## config.mk

```make
export PLATFORM = sky130hd
export DESIGN_NAME = qsn_issue_ctrl_len3
export DESIGN_NICKNAME = d
export VERILOG_FILES = /design/src/rtl/qsn_issue_ctrl_len3.sv
export SDC_FILE = /design/constraint.sdc
export NUM_CORES = 1
export LEC_CHECK = 0
export ABC_AREA = 0
export CELL_PAD_IN_SITES_DETAIL_PLACEMENT = 0
export CELL_PAD_IN_SITES_GLOBAL_PLACEMENT = 2
export CORE_AREA = 8 8 93 95
export CTS_CLUSTER_DIAMETER = 60
export DETAILED_ROUTE_END_ITERATION = 10
export DIE_AREA = 0 0 101 103
export PLACE_DENSITY_LB_ADDON = 0.1
export SLEW_MARGIN = 15
export SYNTH_ARGS = -nofsm -noshare
export SYNTH_HDL_FRONTEND = slang
export SYNTH_SLANG_ARGS = --single-unit
```

## constraint.sdc

```tcl
create_clock -name sys_clk -period 3.7 [get_ports sys_clk]
set_input_delay 0.555 -clock sys_clk [delete_from_list [all_inputs] [get_ports sys_clk]]
set_output_delay 0.555 -clock sys_clk [all_outputs]
set_load 0.1 [all_outputs]
```

## src/rtl/qsn_issue_ctrl_len3.sv

```systemverilog
// qsn_issue_ctrl_len3: column feeder for the length-3 QSN.
// Takes one circulant column per valid/ready transfer and buffers it in a
// 2-entry FIFO. On issue it transposes the messages into bit-planes and
// decodes the shift into QSN selectors. Issue is gated by downstream credits,
// and a valid/col/last tag is delay-matched to the QSN output.
// Optional macro QSN_ISSUE_SHIFT_CHK_EN: flag in_shift=3 on issue (sticky shift_err).
module qsn_issue_ctrl_len3 #(
   parameter int unsigned QSN_LAT = 2,
   parameter int unsigned CREDITS = 4,
   parameter int unsigned COL_W   = 4
) (
   input  logic             sys_clk,
   input  logic             sys_rst,
   input  logic             in_valid,
   output logic             in_ready,
   input  logic [2:0]       in_msg0,
   input  logic [2:0]       in_msg1,
   input  logic [2:0]       in_msg2,
   input  logic [1:0]       in_shift,
   input  logic             in_last,
   output logic [2:0]       sw_in_bit0,
   output logic [2:0]       sw_in_bit1,
   output logic [2:0]       sw_in_bit2,
   output logic [1:0]       left_sel,
   output logic [1:0]       right_sel,
   output logic [1:0]       merge_sel,
   output logic             qsn_out_valid,
   output logic [COL_W-1:0] qsn_out_col,
   output logic             qsn_out_last,
   input  logic             credit_ret,
   output logic             layer_done,
   output logic             shift_err
);

   localparam int unsigned CRD_W = $clog2(CREDITS + 1);
   localparam int unsigned DEPTH = 2;

   typedef struct packed {
      logic [2:0] msg2;
      logic [2:0] msg1;
      logic [2:0] msg0;
      logic [1:0] shift;
      logic       last;
   } col_t;

   typedef struct packed {
      logic             vld;
      logic [COL_W-1:0] col;
      logic             last;
   } tag_t;

   col_t             mem [DEPTH];
   logic             wr_ptr;
   logic             rd_ptr;
   logic [1:0]       count;
   logic [1:0]       count_nxt;
   logic [CRD_W-1:0] credit;
   logic [COL_W-1:0] col_cnt;
   tag_t             tag_pipe [QSN_LAT+1];

   col_t       head;
   logic       push_c;
   logic       issue_c;
   logic [1:0] s_eff;
   logic [1:0] l_dec;
   logic [1:0] m_dec;

   assign head    = mem[rd_ptr];
   assign push_c  = in_valid && in_ready;
   assign issue_c = (count != 2'd0) && (credit != '0);

   // FIFO occupancy after this cycle's push/pop
   always_comb begin
      count_nxt = count;
      if (push_c && !issue_c) begin
         count_nxt = count + 2'd1;
      end else if (!push_c && issue_c) begin
         count_nxt = count - 2'd1;
      end
   end

   // Shift decode; an out-of-range shift of 3 falls back to s=0
   always_comb begin
      l_dec = 2'd0;
      m_dec = 2'b00;
      s_eff = head.shift;
      if (head.shift == 2'd3) begin
         s_eff = 2'd0;
      end
      case (s_eff)
         2'd1:    begin l_dec = 2'd2; m_dec = 2'b01; end
         2'd2:    begin l_dec = 2'd1; m_dec = 2'b11; end
         default: begin l_dec = 2'd0; m_dec = 2'b00; end
      endcase
   end

   // FIFO storage write; contents are don't-care until pushed
   always_ff @(posedge sys_clk) begin
      if (push_c) begin
         mem[wr_ptr] <= {in_msg2, in_msg1, in_msg0, in_shift, in_last};
      end
   end

   // Pointers, credits, column counter, issue outputs and tag delay line
   always_ff @(posedge sys_clk) begin
      if (sys_rst) begin
         wr_ptr     <= 1'b0;
         rd_ptr     <= 1'b0;
         count      <= 2'd0;
         in_ready   <= 1'b0;
         credit     <= CRD_W'(CREDITS);
         col_cnt    <= '0;
         sw_in_bit0 <= 3'd0;
         sw_in_bit1 <= 3'd0;
         sw_in_bit2 <= 3'd0;
         left_sel   <= 2'd0;
         right_sel  <= 2'd0;
         merge_sel  <= 2'd0;
         layer_done <= 1'b0;
         for (int unsigned i = 0; i <= QSN_LAT; i++) begin
            tag_pipe[i] <= '0;
         end
      end else begin
         if (push_c) begin
            wr_ptr <= ~wr_ptr;
         end
         if (issue_c) begin
            rd_ptr <= ~rd_ptr;
         end
         count    <= count_nxt;
         in_ready <= (count_nxt < 2'd2);

         if (issue_c && !credit_ret) begin
            credit <= credit - CRD_W'(1);
         end else if (!issue_c && credit_ret && (credit != CRD_W'(CREDITS))) begin
            credit <= credit + CRD_W'(1);
         end

         if (issue_c) begin
            col_cnt    <= head.last ? '0 : COL_W'(col_cnt + 1'b1);
            sw_in_bit0 <= {head.msg2[0], head.msg1[0], head.msg0[0]};
            sw_in_bit1 <= {head.msg2[1], head.msg1[1], head.msg0[1]};
            sw_in_bit2 <= {head.msg2[2], head.msg1[2], head.msg0[2]};
            right_sel  <= s_eff;
            left_sel   <= l_dec;
            merge_sel  <= m_dec;
         end

         tag_pipe[0].vld  <= issue_c;
         tag_pipe[0].col  <= issue_c ? col_cnt : '0;
         tag_pipe[0].last <= issue_c && head.last;
         for (int unsigned i = 1; i <= QSN_LAT; i++) begin
            tag_pipe[i] <= tag_pipe[i-1];
         end
         layer_done <= tag_pipe[QSN_LAT-1].vld && tag_pipe[QSN_LAT-1].last;
      end
   end

   assign qsn_out_valid = tag_pipe[QSN_LAT].vld;
   assign qsn_out_col   = tag_pipe[QSN_LAT].col;
   assign qsn_out_last  = tag_pipe[QSN_LAT].last;

`ifdef QSN_ISSUE_SHIFT_CHK_EN
   // Sticky flag for an illegal shift seen on an issued column
   always_ff @(posedge sys_clk) begin
      if (sys_rst) begin
         shift_err <= 1'b0;
      end else if (issue_c && (head.shift == 2'd3)) begin
         shift_err <= 1'b1;
      end
   end
`else
   assign shift_err = 1'b0;
`endif

endmodule

```

---- Word-level counts from Yosys, hierarchy flattened ----
Memory sizes are Yosys's and may differ from the RTL's. A register that Yosys moved wholly into a read port is not among the register bits.
Index checks and enable logic that the tools add are counted.
word-level totals
  flip-flop bits (word level) ............. 28
  bits in writable memories ............... 42
  bits of input ports ..................... 16
  output and inout bits ................... 24
  logic and storage cells ................. 68
  memories kept ........................... 2
memory list
  memory    depth  bits a word  rd ports  clocked after memory_dff  wr ports  RTL line  text
  mem       2      12           1         1                         1         52        col_t mem [DEPTH];
  tag_pipe  3      6            3         0                         3         59        tag_t tag_pipe [QSN_LAT+1];
cells by class
  add/subtract/negate cells ............... 5
  order comparisons ....................... 1
  equality and inequality tests ........... 4
  multiplexer cells ....................... 21
  bitwise operators ....................... 7
  reduce and logical (&&, ||, !) cells .... 15
operators with widths
  operator                                                             number
  4-bit 2-to-1 mux                                                     3
  6-bit 2-to-1 mux                                                     2
  1-bit logical AND                                                    9
  1-bit 2-to-1 mux                                                     9
  2-bit case mux with 2 select lines                                   2
  2-bit 2-to-1 mux                                                     3
  3-bit 2-to-1 mux                                                     2
  1-bit OR                                                             5
  4-bit by 1-bit adder with 4-bit output (second input constant)       1
  2-bit == test (second input constant)                                2
  2-bit nonzero test                                                   2
  3-bit by 1-bit adder with 3-bit output (second input constant)       1
  1-bit logical NOT                                                    3
  3-bit inequality test (second input constant)                        1
  3-bit nonzero test                                                   1
  3-bit by 1-bit subtractor with 3-bit output (second input constant)  1
  2-bit by 1-bit adder with 2-bit output (second input constant)       1
  2-bit by 1-bit == test with 1-bit output (second input constant)     1
  2-bit less-than comparator (second input constant)                   1
  1-bit NOT                                                            2
  2-bit by 1-bit subtractor with 2-bit output (second input constant)  1

---- Logic depth before layout (Yosys ltp) ----
  word-level depth ........................ 7
  gate-level depth with buffers ........... 10
  mapped depth without buffers ............ 9

---- Least setup slack after synthesis ----
Ideal clock, no wire load.
  path type ............................... register to register
  start ................................... reg count[0]
  end ..................................... reg credit[2]
  setup time .............................. 114 ps
  data arrival time ....................... 2166 ps
  data required time ...................... 3586 ps
  setup slack ............................. 1420 ps
  cell stages (with the launch flop) ...... 9
  path buffers ............................ 1
  clock period less this slack ............ 2280 ps
  path through ............................ dfxtp_1 > inv_1 > ha_1 > clkbuf_1 > or3_1 > fa_1 > nand3b_1 > a311o_1 > a21o_1
between the ends
  cells in the longest elaborated chain, start to end .. 6
  elaborated cells on any way between the ends .. 8
  those cells by class .................... mux (1); reduce/logical (7)
RTL lines
  item                            RTL line  text
  from (decl)                     55        logic [1:0] count;
  from (signal assigned)          130       count <= count_nxt;
  2-bit nonzero test *            70        assign issue_c = (count != 2'd0) && (credit != '0);
  1-bit logical AND *             70
  1-bit logical NOT               135       end else if (!issue_c && credit_ret && (credit != CRD_W'(CREDITS))) begin
  1-bit logical AND (2 in a row)  135
  2-bit nonzero test (no line)    --
  to (signal assigned)            111       credit <= CRD_W'(CREDITS);
  to (signal assigned)            134       credit <= credit - CRD_W'(1);
  to (signal assigned)            136       credit <= credit + CRD_W'(1);
  to (decl)                       57        logic [CRD_W-1:0] credit;
Every way passes the cells marked *; elsewhere a longest branch is shown, timed or not.
A chain may end at the register's enable or synchronous reset.

==> impl_metrics.csv <==
group,metric,value,unit
timing,relSlewSlack,34.22,%
setup_path,r2r-start,"credit[0]$_SDFFE_PP0P_",
detailed_routing,drt_wl_total,4782,um
clock_network,cts_root_buf,"clkbuf_8",
final_layout,fin_nets,273,
final_layout,final_common_cell,"dfxtp_1",
timing,grt_setup_unrepaired,"no",
floorplan,die_area,10400,um^2
logic_synthesis,ys_top_cells_by_area,"dfxtp_1, edfxtp_1, mux2i_1, a211oi_2, nor2b_1",
clock_network,clockBufferDepth,2,
final_layout,drive_above_1_share,12.16,%
pwr,finalPower,2.792,mW
logic_synthesis,synth_top_cell_by_area,"dfxtp_1",
setup_path,arrival,1.85,ns
setup_path,critPathBufInv,1,
detailed_routing,routedWlPerCell,13.51,um
setup_path,worstSetupPathType,"reg2out",
setup_path,cp-start-kind,"flop",
setup_path,endpoint_kind,"output port",
final_layout,n_antenna_cell,0,
timing,fin_crit,2.404,ns
logic_synthesis,synth_edf_count,24,
clock_network,postCtsSetupRepairBufs,0,
detailed_routing,drt_first_pass_iters,3,
logic_synthesis,netlist.area_leader.share,32.91,%
logic_synthesis,async_flop_share,0,%
run_status,status,"completed",
final_layout,area_delta_synth_final,20.43,%
timing,setup_tns,0,ns
worst_hold_path,hold_path_end,"tag_pipe[0][8]$_SDFF_PP0_",
floorplan,design.core.area,7137,um^2
global_route,grt_first_pass_wirelength,8004,um
setup_path,worst-path-max-fanout,4,
placed_design,numPortBuffers,38,
final_layout,final_cell_mix,"dfxtp_1, clkdlybuf4s50_1, edfxtp_1",
placed_design,gp_congestion,0.7293,
timing,finClkSkew,0.004555,ns
detailed_routing,drtAntennaViolNets,0,
floorplan,ios,40,
setup_path,cp_slowest_cell,"clkdlybuf4s50_1",
logic_synthesis,syn_nets,243,
clock_network,cts_buffers,9,
logic_synthesis,synth.yosys.seq_area_share,59.84,%
logic_synthesis,synthCells,220,
clock_network,cts.sinks,68,
logic_synthesis,avgSynthCellArea,12.17,um^2
pwr,ir_drop,0.5086,mV
logic_synthesis,synth-seq-cells,68,
pwr,power.density,866.2,nW/um^2
global_route,grt_max_degree,46,
setup_path,r2r_end,"count[1]$_SDFF_PP0_",
floorplan,rows,31,
clock_network,clk_pin_slew_worst_paths,0.07,ns
floorplan,die_y,103,um
clock_network,cts_resized,0,
logic_synthesis,synth_cell_types,42,
timing,tightest_slew,0.9837,ns
floorplan,initial_utilization,37.50,%
detailed_routing,vias,1636,
logic_synthesis,synth_flop_cell,"dfxtp_1",
worst_hold_path,holdPathStages,1,
logic_synthesis,yosys_warnings,0,
clock_network,htree_levels,3,
timing,fmaxAchievable,416.0,MHz
global_route,antenna_found_initial,0,
setup_path,required,3.14,ns
placed_design,dp_hpwl,3044,um
pwr,p_leak,1.102,nW
clock_network,hold_buffers,0,
setup_path,rr_worst_depth,7,
detailed_routing,drc,0,
worst_hold_path,min_path_type,"reg2reg",
global_route,track_usage,10.28,%
setup_path,critPathMaxStageDelay,1.15,ns
global_route,gr-total-overflow,0,
detailed_routing,drtIter0Drc,56,
logic_synthesis,syn-cell-area,2676,um^2
detailed_routing,viasPerCell,4.621,
timing,slew_violations,0,
timing,fin_crit_sh,64.97,%
floorplan,die_w,101,um
run,drv_cap,0,
setup_path,crit_chain,"clkdlybuf4s50_1",
clock_network,cts_tree,"built",
timing,finalSetupViolCount,0,
timing,finalHoldViolations,0,
global_route,grt_pass1_vias,1695,
setup_path,cpLargestDelayFamily,"buffers and inverters",
setup_path,rrSetupSlack,1.34,ns
worst_hold_path,hold_path_startpoint,"tag_pipe[0][2]$_SDFF_PP0_",
clock_network,clock_latency,0.34,ns
cell usage after synthesis (2+ instances only):
cell / count
a211oi_1: 3
a211oi_2: 9
a21oi_1: 16
and2_1: 3
buf_2: 3
buf_4: 8
buf_6: 3
clkbuf_1: 6
dfxtp_1: 44
edfxtp_1: 24
ha_1: 6
inv_1: 13
mux2i_1: 12
nand2_1: 2
nand3_1: 4
nand3b_1: 3
nor2_1: 6
nor2b_1: 14
nor3_1: 4
o2111ai_1: 2
o21ai_0: 6
o31ai_1: 2
o32ai_1: 2
or3_1: 6
xor2_1: 2
report_power, final:
group / internal [mW] / switching (mW) / leakage, nW
Sequential: 0.927 / 0.114 / 0.577
Combinational: 0.353 / 0.890 / 0.440
Clock: 0.238 / 0.269 / 0.0848
Total: 1.52 / 1.27 / 1.10
state kept, by name (all words and copies together), names as in the netlist, named ones only:
name	count
col_cnt	4
count	2
credit	3
in_ready	1
layer_done	1
left_sel	1
mem	24
merge_sel	1
rd_ptr	1
right_sel	1
sw_in_bit0	3
sw_in_bit1	3
sw_in_bit2	3
tag_pipe	18
wr_ptr	1
per-layer routing:
metal,track usage [%],share of wire (%),vias up
met5,0,0,-
met1,9.878,43,766
met4,4.124,0.98,0
li1,-,-,835
met3,5.267,6.4,5
met2,18.34,50,30
kinds of logic after synthesis:
family          Yosys count  synth area share [%]
flops                    68                 59.84
simple gates             50                 11.60
compound gates           44                 12.39
buf+inv                  35                 7.012
mux                      12                 4.488
fa+ha+maj                 7                 3.553
xor+xnor                  3                0.9819
other cells               1                0.1401
how the worst max path moves through the flow:
stage / from / to / slack [ns] / depth (start not counted)
finish: left_sel[0]$_SDFFE_PP0P_ / merge_sel[1] / 1.30 / 1
global route: credit[0]$_SDFFE_PP0P_ / count[1]$_SDFF_PP0_ / 1.13 / 7
CTS: left_sel[0]$_SDFFE_PP0P_ / merge_sel[1] / 1.26 / 1
detailed placement: credit_ret / credit[2]$_SDFFE_PP1P_ / 0.96 / 6
global placement: credit_ret / credit[2]$_SDFFE_PP1P_ / 1.01 / 6
floorplan: count[0]$_SDFFE_PP0P_ / credit[2]$_SDFFE_PP1P_ / 1.42 / 8
area by class of cell:
cell class | instances | area (um^2)
Tap cell | 99 | 123.9
Multi-Input combinational cell | 117 | 887.1
Fill cell | 693 | 3914
Timing Repair Buffer | 40 | 390.4
Clock inverter | 7 | 43.79
Clock buffer | 9 | 123.9
Inverter | 14 | 52.55
Sequential cell | 68 | 1602
through the flow:
step | area, um^2 | setup slack (ns) | util [%] | hold WS [ns] | std cells
global placement | 3055 | 1.010 | 42.81 | 0.4167 | 338
finish | 3223 | 1.296 | 45.16 | 0.4328 | 354
CTS | 3223 | 1.259 | 45.16 | 0.4384 | 354
detailed placement | 3055 | 0.9580 | 42.81 | 0.4212 | 338
floorplan | 2676 | 1.420 | - | 0.4138 | 220
global route | 3223 | 1.130 | 45.16 | 0.4569 | 354
No activity file was read; power rests on OpenSTA's default activity.
